`config.mk`:
```
export PLATFORM = sky130hd
export DESIGN_NAME = brownout_supervisor_mc_flat
export DESIGN_NICKNAME = d
export VERILOG_FILES = /design/src/rtl/brownout_supervisor_mc_if.sv /design/src/rtl/brownout_supervisor_mc.sv /design/src/flat_wrapper.sv
export SDC_FILE = /design/constraint.sdc
export NUM_CORES = 1
export LEC_CHECK = 0
export CAP_MARGIN = 20
export CORE_ASPECT_RATIO = 1.75
export CORE_MARGIN = 5
export CORE_UTILIZATION = 30
export DETAILED_ROUTE_END_ITERATION = 7
export GPL_ROUTABILITY_DRIVEN = 0
export PLACE_DENSITY = 0.59
export SYNTH_ARGS = -nofsm -noshare
export SYNTH_HDL_FRONTEND = slang
export SYNTH_SLANG_ARGS = --single-unit
```
`constraint.sdc`:
```
create_clock -name osc_ck -period 1.95 [get_ports osc_ck]
set_input_delay 0.195 -clock osc_ck [delete_from_list [all_inputs] [get_ports osc_ck]]
set_output_delay 0.195 -clock osc_ck [all_outputs]
set_load 0.1 [all_outputs]
```
`src/rtl/brownout_supervisor_mc_if.sv`:
```
// Control/status bundle between the brownout back end and its host:
// enables, raw comparators, configuration, and the filtered/trip outputs.
interface brownout_supervisor_mc_if #(
  parameter int NCH    = 4,
  parameter int FILT_W = 4,
  parameter int HOLD_W = 16
);
  logic              ena;
  logic [NCH-1:0]    dcomp;
  logic [NCH-1:0]    ch_mask;
  logic [FILT_W-1:0] filt_len;
  logic [HOLD_W-1:0] hold_len;
  logic              force_short_oneshot;
  logic              clr_flags;
  logic [NCH-1:0]    brout_filt;
  logic              out;
  logic              vunder;
  logic              timed_out;
  logic [NCH-1:0]    flags;
  logic [1:0]        state;

  modport master (
    output ena, dcomp, ch_mask, filt_len, hold_len, force_short_oneshot, clr_flags,
    input  brout_filt, out, vunder, timed_out, flags, state
  );

  modport slave (
    input  ena, dcomp, ch_mask, filt_len, hold_len, force_short_oneshot, clr_flags,
    output brout_filt, out, vunder, timed_out, flags, state
  );
endinterface

```
`src/rtl/brownout_supervisor_mc.sv`:
```
// Multi-channel brownout back end: per-channel sync + glitch filter feeding
// a trip/hold one-shot FSM, with sticky per-channel trip flags.
//
// state   | meaning
// IDLE    | block disabled, filters and hold counter held cleared
// ARMED   | watching the qualified trip
// TRIPPED | brownout asserted while any unmasked channel is low
// HOLD    | trip cleared, out held high for the one-shot hold time
module brownout_supervisor_mc #(
  parameter int NCH        = 4,
  parameter int FILT_W     = 4,
  parameter int HOLD_W     = 16,
  parameter int SHORT_HOLD = 16
) (
  input  logic osc_ck,
  input  logic resetb,
  brownout_supervisor_mc_if.slave bus
);
  typedef enum logic [1:0] {IDLE = 2'd0, ARMED = 2'd1, TRIPPED = 2'd2, HOLD = 2'd3} state_t;

  state_t            state_q, state_d;
  logic [NCH-1:0]    s1_q, s2_q;
  logic [NCH-1:0]    bf_q, bf_d;
  logic [NCH-1:0]    flags_q, flags_d;
  logic [FILT_W-1:0] cnt_q [NCH];
  logic [FILT_W-1:0] cnt_d [NCH];
  logic [FILT_W-1:0] n_m1;
  logic [HOLD_W-1:0] hold_q, hold_d, hs_m1;
  logic              out_q, out_d, to_q, to_d;
  logic              trip, filt_clr;

  always_ff @(posedge osc_ck or negedge resetb) begin
    if (!resetb) begin
      s1_q <= '0;
      s2_q <= '0;
    end else begin
      s1_q <= bus.dcomp;
      s2_q <= s1_q;
    end
  end

  // A shortened filt_len takes effect at once, so a count already past it fires.
  always_comb begin
    n_m1     = (bus.filt_len == '0) ? '0 : bus.filt_len - FILT_W'(1);
    filt_clr = (state_q == IDLE) || !bus.ena;
    for (int i = 0; i < NCH; i++) begin
      bf_d[i]  = bf_q[i];
      cnt_d[i] = cnt_q[i];
      if (filt_clr) begin
        bf_d[i]  = 1'b0;
        cnt_d[i] = '0;
      end else if (s2_q[i] != bf_q[i]) begin
        if (cnt_q[i] >= n_m1) begin
          bf_d[i]  = ~bf_q[i];
          cnt_d[i] = '0;
        end else begin
          cnt_d[i] = cnt_q[i] + FILT_W'(1);
        end
      end else begin
        cnt_d[i] = '0;
      end
    end
    flags_d = (flags_q & ~{NCH{bus.clr_flags}}) | (bf_d & ~bf_q & ~bus.ch_mask);
  end

  assign trip  = |(bf_q & ~bus.ch_mask);
  assign hs_m1 = bus.force_short_oneshot ? HOLD_W'(SHORT_HOLD - 1)
               : ((bus.hold_len == '0) ? '0 : bus.hold_len - HOLD_W'(1));

  always_comb begin
    state_d = state_q;
    hold_d  = hold_q;
    to_d    = 1'b0;
    if (!bus.ena) begin
      state_d = IDLE;
      hold_d  = '0;
    end else begin
      unique case (state_q)
        IDLE:    state_d = ARMED;
        ARMED:   if (trip) state_d = TRIPPED;
        TRIPPED: begin
          if (!trip) begin
            state_d = HOLD;
            hold_d  = hs_m1;
          end
        end
        HOLD: begin
          if (trip) begin
            state_d = TRIPPED;
          end else if (hold_q == '0) begin
            state_d = ARMED;
            to_d    = 1'b1;
          end else begin
            hold_d = hold_q - HOLD_W'(1);
          end
        end
        default: state_d = IDLE;
      endcase
    end
    out_d = (state_d == TRIPPED) || (state_d == HOLD);
  end

  always_ff @(posedge osc_ck or negedge resetb) begin
    if (!resetb) begin
      state_q <= IDLE;
      hold_q  <= '0;
      out_q   <= 1'b0;
      to_q    <= 1'b0;
      bf_q    <= '0;
      flags_q <= '0;
      for (int i = 0; i < NCH; i++) cnt_q[i] <= '0;
    end else begin
      state_q <= state_d;
      hold_q  <= hold_d;
      out_q   <= out_d;
      to_q    <= to_d;
      bf_q    <= bf_d;
      flags_q <= flags_d;
      for (int i = 0; i < NCH; i++) cnt_q[i] <= cnt_d[i];
    end
  end

  assign bus.brout_filt = bf_q;
  assign bus.out        = out_q;
  assign bus.vunder     = trip;
  assign bus.timed_out  = to_q;
  assign bus.flags      = flags_q;
  assign bus.state      = state_q;
endmodule

```
`src/flat_wrapper.sv`:
```
// flat-port wrapper written by rule: the top's interface ports become plain ports
module brownout_supervisor_mc_flat 
#(
  parameter int NCH        = 4,
  parameter int FILT_W     = 4,
  parameter int HOLD_W     = 16,
  parameter int SHORT_HOLD = 16
)
  (osc_ck, resetb, bus_ena, bus_dcomp, bus_ch_mask, bus_filt_len, bus_hold_len, bus_force_short_oneshot, bus_clr_flags, bus_brout_filt, bus_out, bus_vunder, bus_timed_out, bus_flags, bus_state);
  brownout_supervisor_mc_if #(.NCH(NCH), .FILT_W(FILT_W), .HOLD_W(HOLD_W)) bus_i ();
  input  logic osc_ck;
  input  logic resetb;
  input wire logic [$bits(bus_i.ena)-1:0] bus_ena;
  input wire logic [$bits(bus_i.dcomp)-1:0] bus_dcomp;
  input wire logic [$bits(bus_i.ch_mask)-1:0] bus_ch_mask;
  input wire logic [$bits(bus_i.filt_len)-1:0] bus_filt_len;
  input wire logic [$bits(bus_i.hold_len)-1:0] bus_hold_len;
  input wire logic [$bits(bus_i.force_short_oneshot)-1:0] bus_force_short_oneshot;
  input wire logic [$bits(bus_i.clr_flags)-1:0] bus_clr_flags;
  output wire logic [$bits(bus_i.brout_filt)-1:0] bus_brout_filt;
  output wire logic [$bits(bus_i.out)-1:0] bus_out;
  output wire logic [$bits(bus_i.vunder)-1:0] bus_vunder;
  output wire logic [$bits(bus_i.timed_out)-1:0] bus_timed_out;
  output wire logic [$bits(bus_i.flags)-1:0] bus_flags;
  output wire logic [$bits(bus_i.state)-1:0] bus_state;
  assign bus_i.ena = bus_ena;
  assign bus_i.dcomp = bus_dcomp;
  assign bus_i.ch_mask = bus_ch_mask;
  assign bus_i.filt_len = bus_filt_len;
  assign bus_i.hold_len = bus_hold_len;
  assign bus_i.force_short_oneshot = bus_force_short_oneshot;
  assign bus_i.clr_flags = bus_clr_flags;
  assign bus_brout_filt = bus_i.brout_filt;
  assign bus_out = bus_i.out;
  assign bus_vunder = bus_i.vunder;
  assign bus_timed_out = bus_i.timed_out;
  assign bus_flags = bus_i.flags;
  assign bus_state = bus_i.state;
  brownout_supervisor_mc #(.NCH(NCH), .FILT_W(FILT_W), .HOLD_W(HOLD_W), .SHORT_HOLD(SHORT_HOLD)) u_core (.osc_ck(osc_ck), .resetb(resetb), .bus(bus_i));
endmodule
```
==> flow_summary.toml, run 1 <==
[outcome]
status = "complete, but fails checks"
violations = "negative setup slack"

[drt]
vias = 3023
first_pass_iters = 4
drtIter0Drc = 93
viasPerCell = 5.04
postRouteAntennaNets = 0
wl_per_cell_um = 15.2
wl_mm = 9.13
drt_drc_violations_left = 0

[floorplan]
core_region_area_um2 = 10400
dieHeight_um = 146
ioPinCount = 46
num_rows = 49
die_w_um = 87.9
start_util_pct = 30.7
dieArea_um2 = 12900

[clock_network]
cts_made_buffers = 5
clock_path_buffers = 2
htree_levels = 2
cts_tree = "done"
clock_latency_ps = 290
clk_pin_slew_ps = 70
cts_sinks = 52
cts_root_buf = "clkbuf_16"

[global_route]
grt_pass1_vias = 3065
grt.total_usage_pct = 14.2
grt_pass1_wl_mm = 14.4
grt.overflow.total = 0
antenna_found_initial = 0
grt_max_degree = 24

[sta]
hold_viol = 0
setup_viol = 14
fin_crit_ps = 2040
report.final.slew_viol_count = 0
skew_ps = 4.05
timing.slew.headroom_pct = 63.4
setup_ws_ps = -92.1
grt_setup_unrepaired = "true"
worstMarginPinSlew_ps = 543
fmaxAchievable_mhz = 490
holdWs_ps = 336
min_period_over_period_pct = 105

[setup_path]
worstSetupStartpointType = "register"
ff2ff_path_depth = 6
path_max_fanout = 4
cp-end-kind = "register"
r2r_start = "u_core.bus.brout_filt[1]"
crit_type = "reg2reg"
r2r-end = "u_core.hold_q[8]"
worstPathArrival_ps = 2250
timing.reg2reg.setup_slack_ps = -90
crit_required_ps = 2160
startpoint = "u_core.bus.brout_filt[1]"

[yosys]
ys.flop_type = "dfrtp_1"
postSynth.asyncResetShare_pct = 100
yosys_warnings = 0
synth_seq_cells = 52
synth_area_um2 = 3180
synth_edf_count = 0
synthDistinctLibCells = 52
yosysSeqAreaShare_pct = 40.9
syn_inst = 334
syn_nets = 391
syn_area_per_cell_um2 = 9.53

[final_layout]
area_delta_synth_final_pct = 54.4
fin_area_um2 = 4920
antennaDiodeCount = 0
final_common_cell = "buf_4"
final_cell_mix = "buf_4 (87), dfrtp_1 (46), nor2_1 (39)"
drive_above_1_share_pct = 38.7
fin_nets = 529

[power_and_ir_drop]
vdd_ir_drop_max_v = 0.000422
p_leak_nw = 2.29
swShare_pct = 28.1
powerDensity_nw_per_um2 = 538
clockPowerShare_pct = 34.2
comb_power_share_pct = 23.1
internal-power_mw = 1.90
p_sw_mw = 0.742
pwr-share-seq_pct = 42.6

[placed_design]
dpl-instance-area_um2 = 4350
hpwl_mm = 6.81
numPortBuffers = 45

[min_path]
min_from = "bus_dcomp[1]"
hold_path.class = "in2reg"
min_path_cells = 1
hold_path_end = "u_core.s1_q[1]"

[run]
drv_cap = 0
worst max path at each step:
| stage | slack [ps] | endpoint |
|---|---|---|
| CTS | -80 | u_core.hold_q[14] |
| detailed placement | -620 | u_core.cnt_q[11] |
| finish | -90 | u_core.hold_q[8] |
| global route | -200 | u_core.hold_q[8] |
| floorplan | -240 | u_core.bus.state[1] |
| global placement | -520 | u_core.cnt_q[11] |
state kept, by name, summed over array words and instances, names as in the netlist:
name and cells:
u_core.cnt_q 16, u_core.bus.timed_out 1, u_core.bus.state 2, u_core.s2_q 4, u_core.s1_q 4, u_core.hold_q 16, u_core.bus.flags 4, u_core.bus.out 1
u_core.bus.brout_filt 4
routing by layer:
layer,track usage [%],wire length [um],vias up
met2,28.0,5220,77
li1,-,-,1469
met3,2.42,459,12
met5,0,0,-
met1,14.3,3280,1465
met4,4.45,167,0
worst max-delay path, cell delays in order, from the launching register on:
cell,delay [ps]
dfrtp_4,470
nor2b_4,140
a2111oi_4,430
nand3_2,190
or3_4,440
a21o_2,210
o211ai_1,80
logic make-up (layout without fill, tap and decap cells):
group           after synthesis  in the layout  share of synthesized area, %
mux                           5              5                          1.61
flops                        52             52                          40.9
simple gates                133            133                          22.1
fa+ha+maj                    24             24                          9.43
compound gates               66             66                          15.0
xor+xnor                     28             28                          7.70
buf+inv                      26            165                          3.34
synthesized netlist by cell type, drive strengths merged (9+ instances only):
| master | count | area share, % |
|---|---|---|
| a21o | 9 | 2.2 |
| a21oi | 10 | 1.6 |
| dfrtp | 52 | 41 |
| ha | 24 | 9.4 |
| inv | 23 | 2.7 |
| nand2 | 23 | 2.7 |
| nand3 | 16 | 2.5 |
| nor2 | 44 | 5.2 |
| o21ai | 15 | 2.4 |
| xnor2 | 10 | 2.8 |
| xor2 | 18 | 5.0 |
what timing repair did:
action,CTS,global route
hold buffers,1,0
setup endpoints to repair,41,34
pin swaps,28,25
gates resized for setup,61,41
cloned,0,0
setup buffers,8,7
hold endpoints to repair,21,0
area by class of cell:
class                           count  area (um^2)
Inverter                           23         86.3
Multi-Input combinational cell    256         2080
Fill cell                        1001         5450
Clock buffer                        6          139
Sequential cell                    52         1320
Timing Repair Buffer              134         1120
Clock inverter                      2         15.0
Tap cell                          127          159
power groups by stage:
stage	clock network (mW)	logic, mW	registers, mW
final	0.906	0.612	1.13
after CTS	0.937	0.568	1.13
after global placement	0	0.512	1.15
after detailed placement	0	0.520	1.15
after global routing	0.980	0.661	1.13
after floorplan	0	0.209	1.19
stage by stage:
step                total power, mW  util, %  setup slack (ps)  std cells  TNS (ps)
global route                   2.77     47.4              -196        600     -1910
detailed placement             1.67     42.0              -616        577    -19690
finish                         2.64     47.4             -92.1        600      -526
global placement               1.66     42.0              -519        577    -17410
floorplan                      1.40        -              -239        334     -2430
CTS                            2.63     45.3             -75.6        594      -605
(Power assumes the default switching activity.)
==> run 2, diff against run 1 <==
--- a/config.mk
+++ b/config.mk
@@ -11,7 +11,8 @@
 export CORE_UTILIZATION = 30
 export DETAILED_ROUTE_END_ITERATION = 7
 export GPL_ROUTABILITY_DRIVEN = 0
-export PLACE_DENSITY = 0.59
+export PLACE_DENSITY = 0.58
+export SETUP_SLACK_MARGIN = 0.1
 export SYNTH_ARGS = -nofsm -noshare
 export SYNTH_HDL_FRONTEND = slang
 export SYNTH_SLANG_ARGS = --single-unit
==> flow_summary.toml, run 2 (synthesis results as in run 1) <==
[global_route]
grt_pass1_wl_mm = 13.7
grt.total_usage_pct = 13.4
antenna_found_initial = 0
grt_pass1_vias = 3057
grt.overflow.total = 0
grt_max_degree = 35

[drt]
vias = 2934
postRouteAntennaNets = 0
drt_drc_violations_left = 0
viasPerCell = 4.96
wl_mm = 8.62
first_pass_iters = 4
wl_per_cell_um = 14.6
drtIter0Drc = 46

[floorplan]
dieArea_um2 = 12900
core_region_area_um2 = 10400
die_w_um = 87.9
ioPinCount = 46
num_rows = 49
start_util_pct = 30.7
dieHeight_um = 146

[final_layout]
drive_above_1_share_pct = 36.6
antennaDiodeCount = 0
final_common_cell = "buf_4"
seq_area_um2 = 1320
area_delta_synth_final_pct = 50.8
multi_input_area_um2 = 2030
top_regs = "u_core.cnt_q x16, u_core.hold_q x16"
fin_nets = 521
fillers = 994
final_cell_mix = "buf_4 (80), dfrtp_1 (46), nor2_1 (39)"

[min_path]
min_from = "bus_dcomp[1]"
min_path_cells = 1
hold_path.class = "in2reg"
hold_path_end = "u_core.s1_q[1]"

[setup_path]
crit_type = "reg2reg"
cp-end-kind = "register"
crit_required_ps = 2180
worstSetupStartpointType = "register"
timing.reg2reg.setup_slack_ps = -70
path_max_fanout = 6
r2r-end = "u_core.hold_q[6]"
worstPathArrival_ps = 2250
ff2ff_path_depth = 8
r2r_start = "u_core.bus.brout_filt[1]"
startpoint = "u_core.bus.brout_filt[1]"

[sta]
worstMarginPinSlew_ps = 470
min_period_over_period_pct = 104
setup_tns_ps = -471
setup_viol = 12
hold_viol = 0
report.final.slew_viol_count = 0
fmaxAchievable_mhz = 494
setup_ws_ps = -73.1
grt_setup_unrepaired = "true"
fin_crit_ps = 2020
timing.slew.headroom_pct = 68.7
skew_ps = 4.68

[power_and_ir_drop]
powerDensity_nw_per_um2 = 548
p_leak_nw = 2.23
vdd_ir_drop_max_v = 0.000359
power_mw = 2.63

[clock_network]
clk_pin_slew_ps = 70
cts_tree = "done"
cts_made_buffers = 5
cts_root_buf = "clkbuf_16"
clock_latency_ps = 290
htree_levels = 2
cts_sinks = 52
clock_path_buffers = 2

[placed_design]
numPortBuffers = 45
hpwl_mm = 6.68
dp_slack_ps = -661

[outcome]
violations = "negative setup slack"
status = "complete, but fails checks"

[run]
drv_cap = 0
-- run 2: cell count changes in the layout (fill, tap and decap cells not counted), moves of 2 or more --
cell | before | now
o21ai_1 | 5 | 7
nand3_4 | 2 | 0
buf_4 | 87 | 80
a21oi_2 | 6 | 1
a21oi_1 | 2 | 4
nand3_2 | 4 | 7
a21oi_4 | 2 | 5
-- run 2: report_power, final --
group          internal (mW)  switching, mW
registers               1.10         0.0222
logic                  0.290          0.313
clock network          0.512          0.391
total                   1.91          0.726
-- run 2: what timing repair did --
| item | CTS | global route |
|---|---|---|
| hold endpoints to repair | 18 | 0 |
| gates resized for setup | 69 | 28 |
| hold buffers | 1 | 0 |
| setup endpoints to repair | 41 | 41 |
| pin swaps | 31 | 20 |
| setup buffers | 4 | 4 |
-- run 2: worst max-delay path, stage by stage (launching register included) --
cell	delay (ps)
dfrtp_4	470
nor2b_4	140
a2111oi_4	410
buf_4	230
and3_4	240
nand2_8	80
buf_6	110
o21bai_1	130
a22o_1	160
-- run 2: worst max path at each step --
| stage | to | slack, ps | depth (start not counted) |
|---|---|---|---|
| after global placement | u_core.hold_q[15] | -600 | 9 |
| after floorplan | u_core.bus.out | -240 | 5 |
| final | u_core.hold_q[6] | -70 | 8 |
| after global routing | u_core.hold_q[2] | -130 | 8 |
| after CTS | u_core.hold_q[6] | -50 | 8 |
| after detailed placement | u_core.cnt_q[10] | -660 | 10 |
-- run 2: cell type report --
type                       count  area share (%)
multi-input combinational    256            42.2
sequential                    52            27.5
timing repair buffer         126            22.0
tap                          127            3.31
clock buffer                   7            2.97
inverter                      23            1.80
clock inverter                 1           0.156
-- run 2: through the flow --
stage | instance area [um^2] | instances | hold WS, ps | util [%]
2_1_floorplan | 3240 | 334 | -101 | -
3_3_place_gp | 4350 | 575 | 168 | 42.0
3_5_place_dp | 4350 | 575 | 173 | 42.0
4_1_cts | 4700 | 588 | 347 | 45.4
5_1_grt | 4800 | 592 | 346 | 46.3
6_report | 4800 | 592 | 344 | 46.3
-- run 2: layer usage --
metal	part of all wire, %	track usage [%]	routed length, um
met2	57	26.5	4910
met1	37	13.6	3160
met5	0	0	0
met3	4.5	2.14	387
met4	1.9	4.07	163
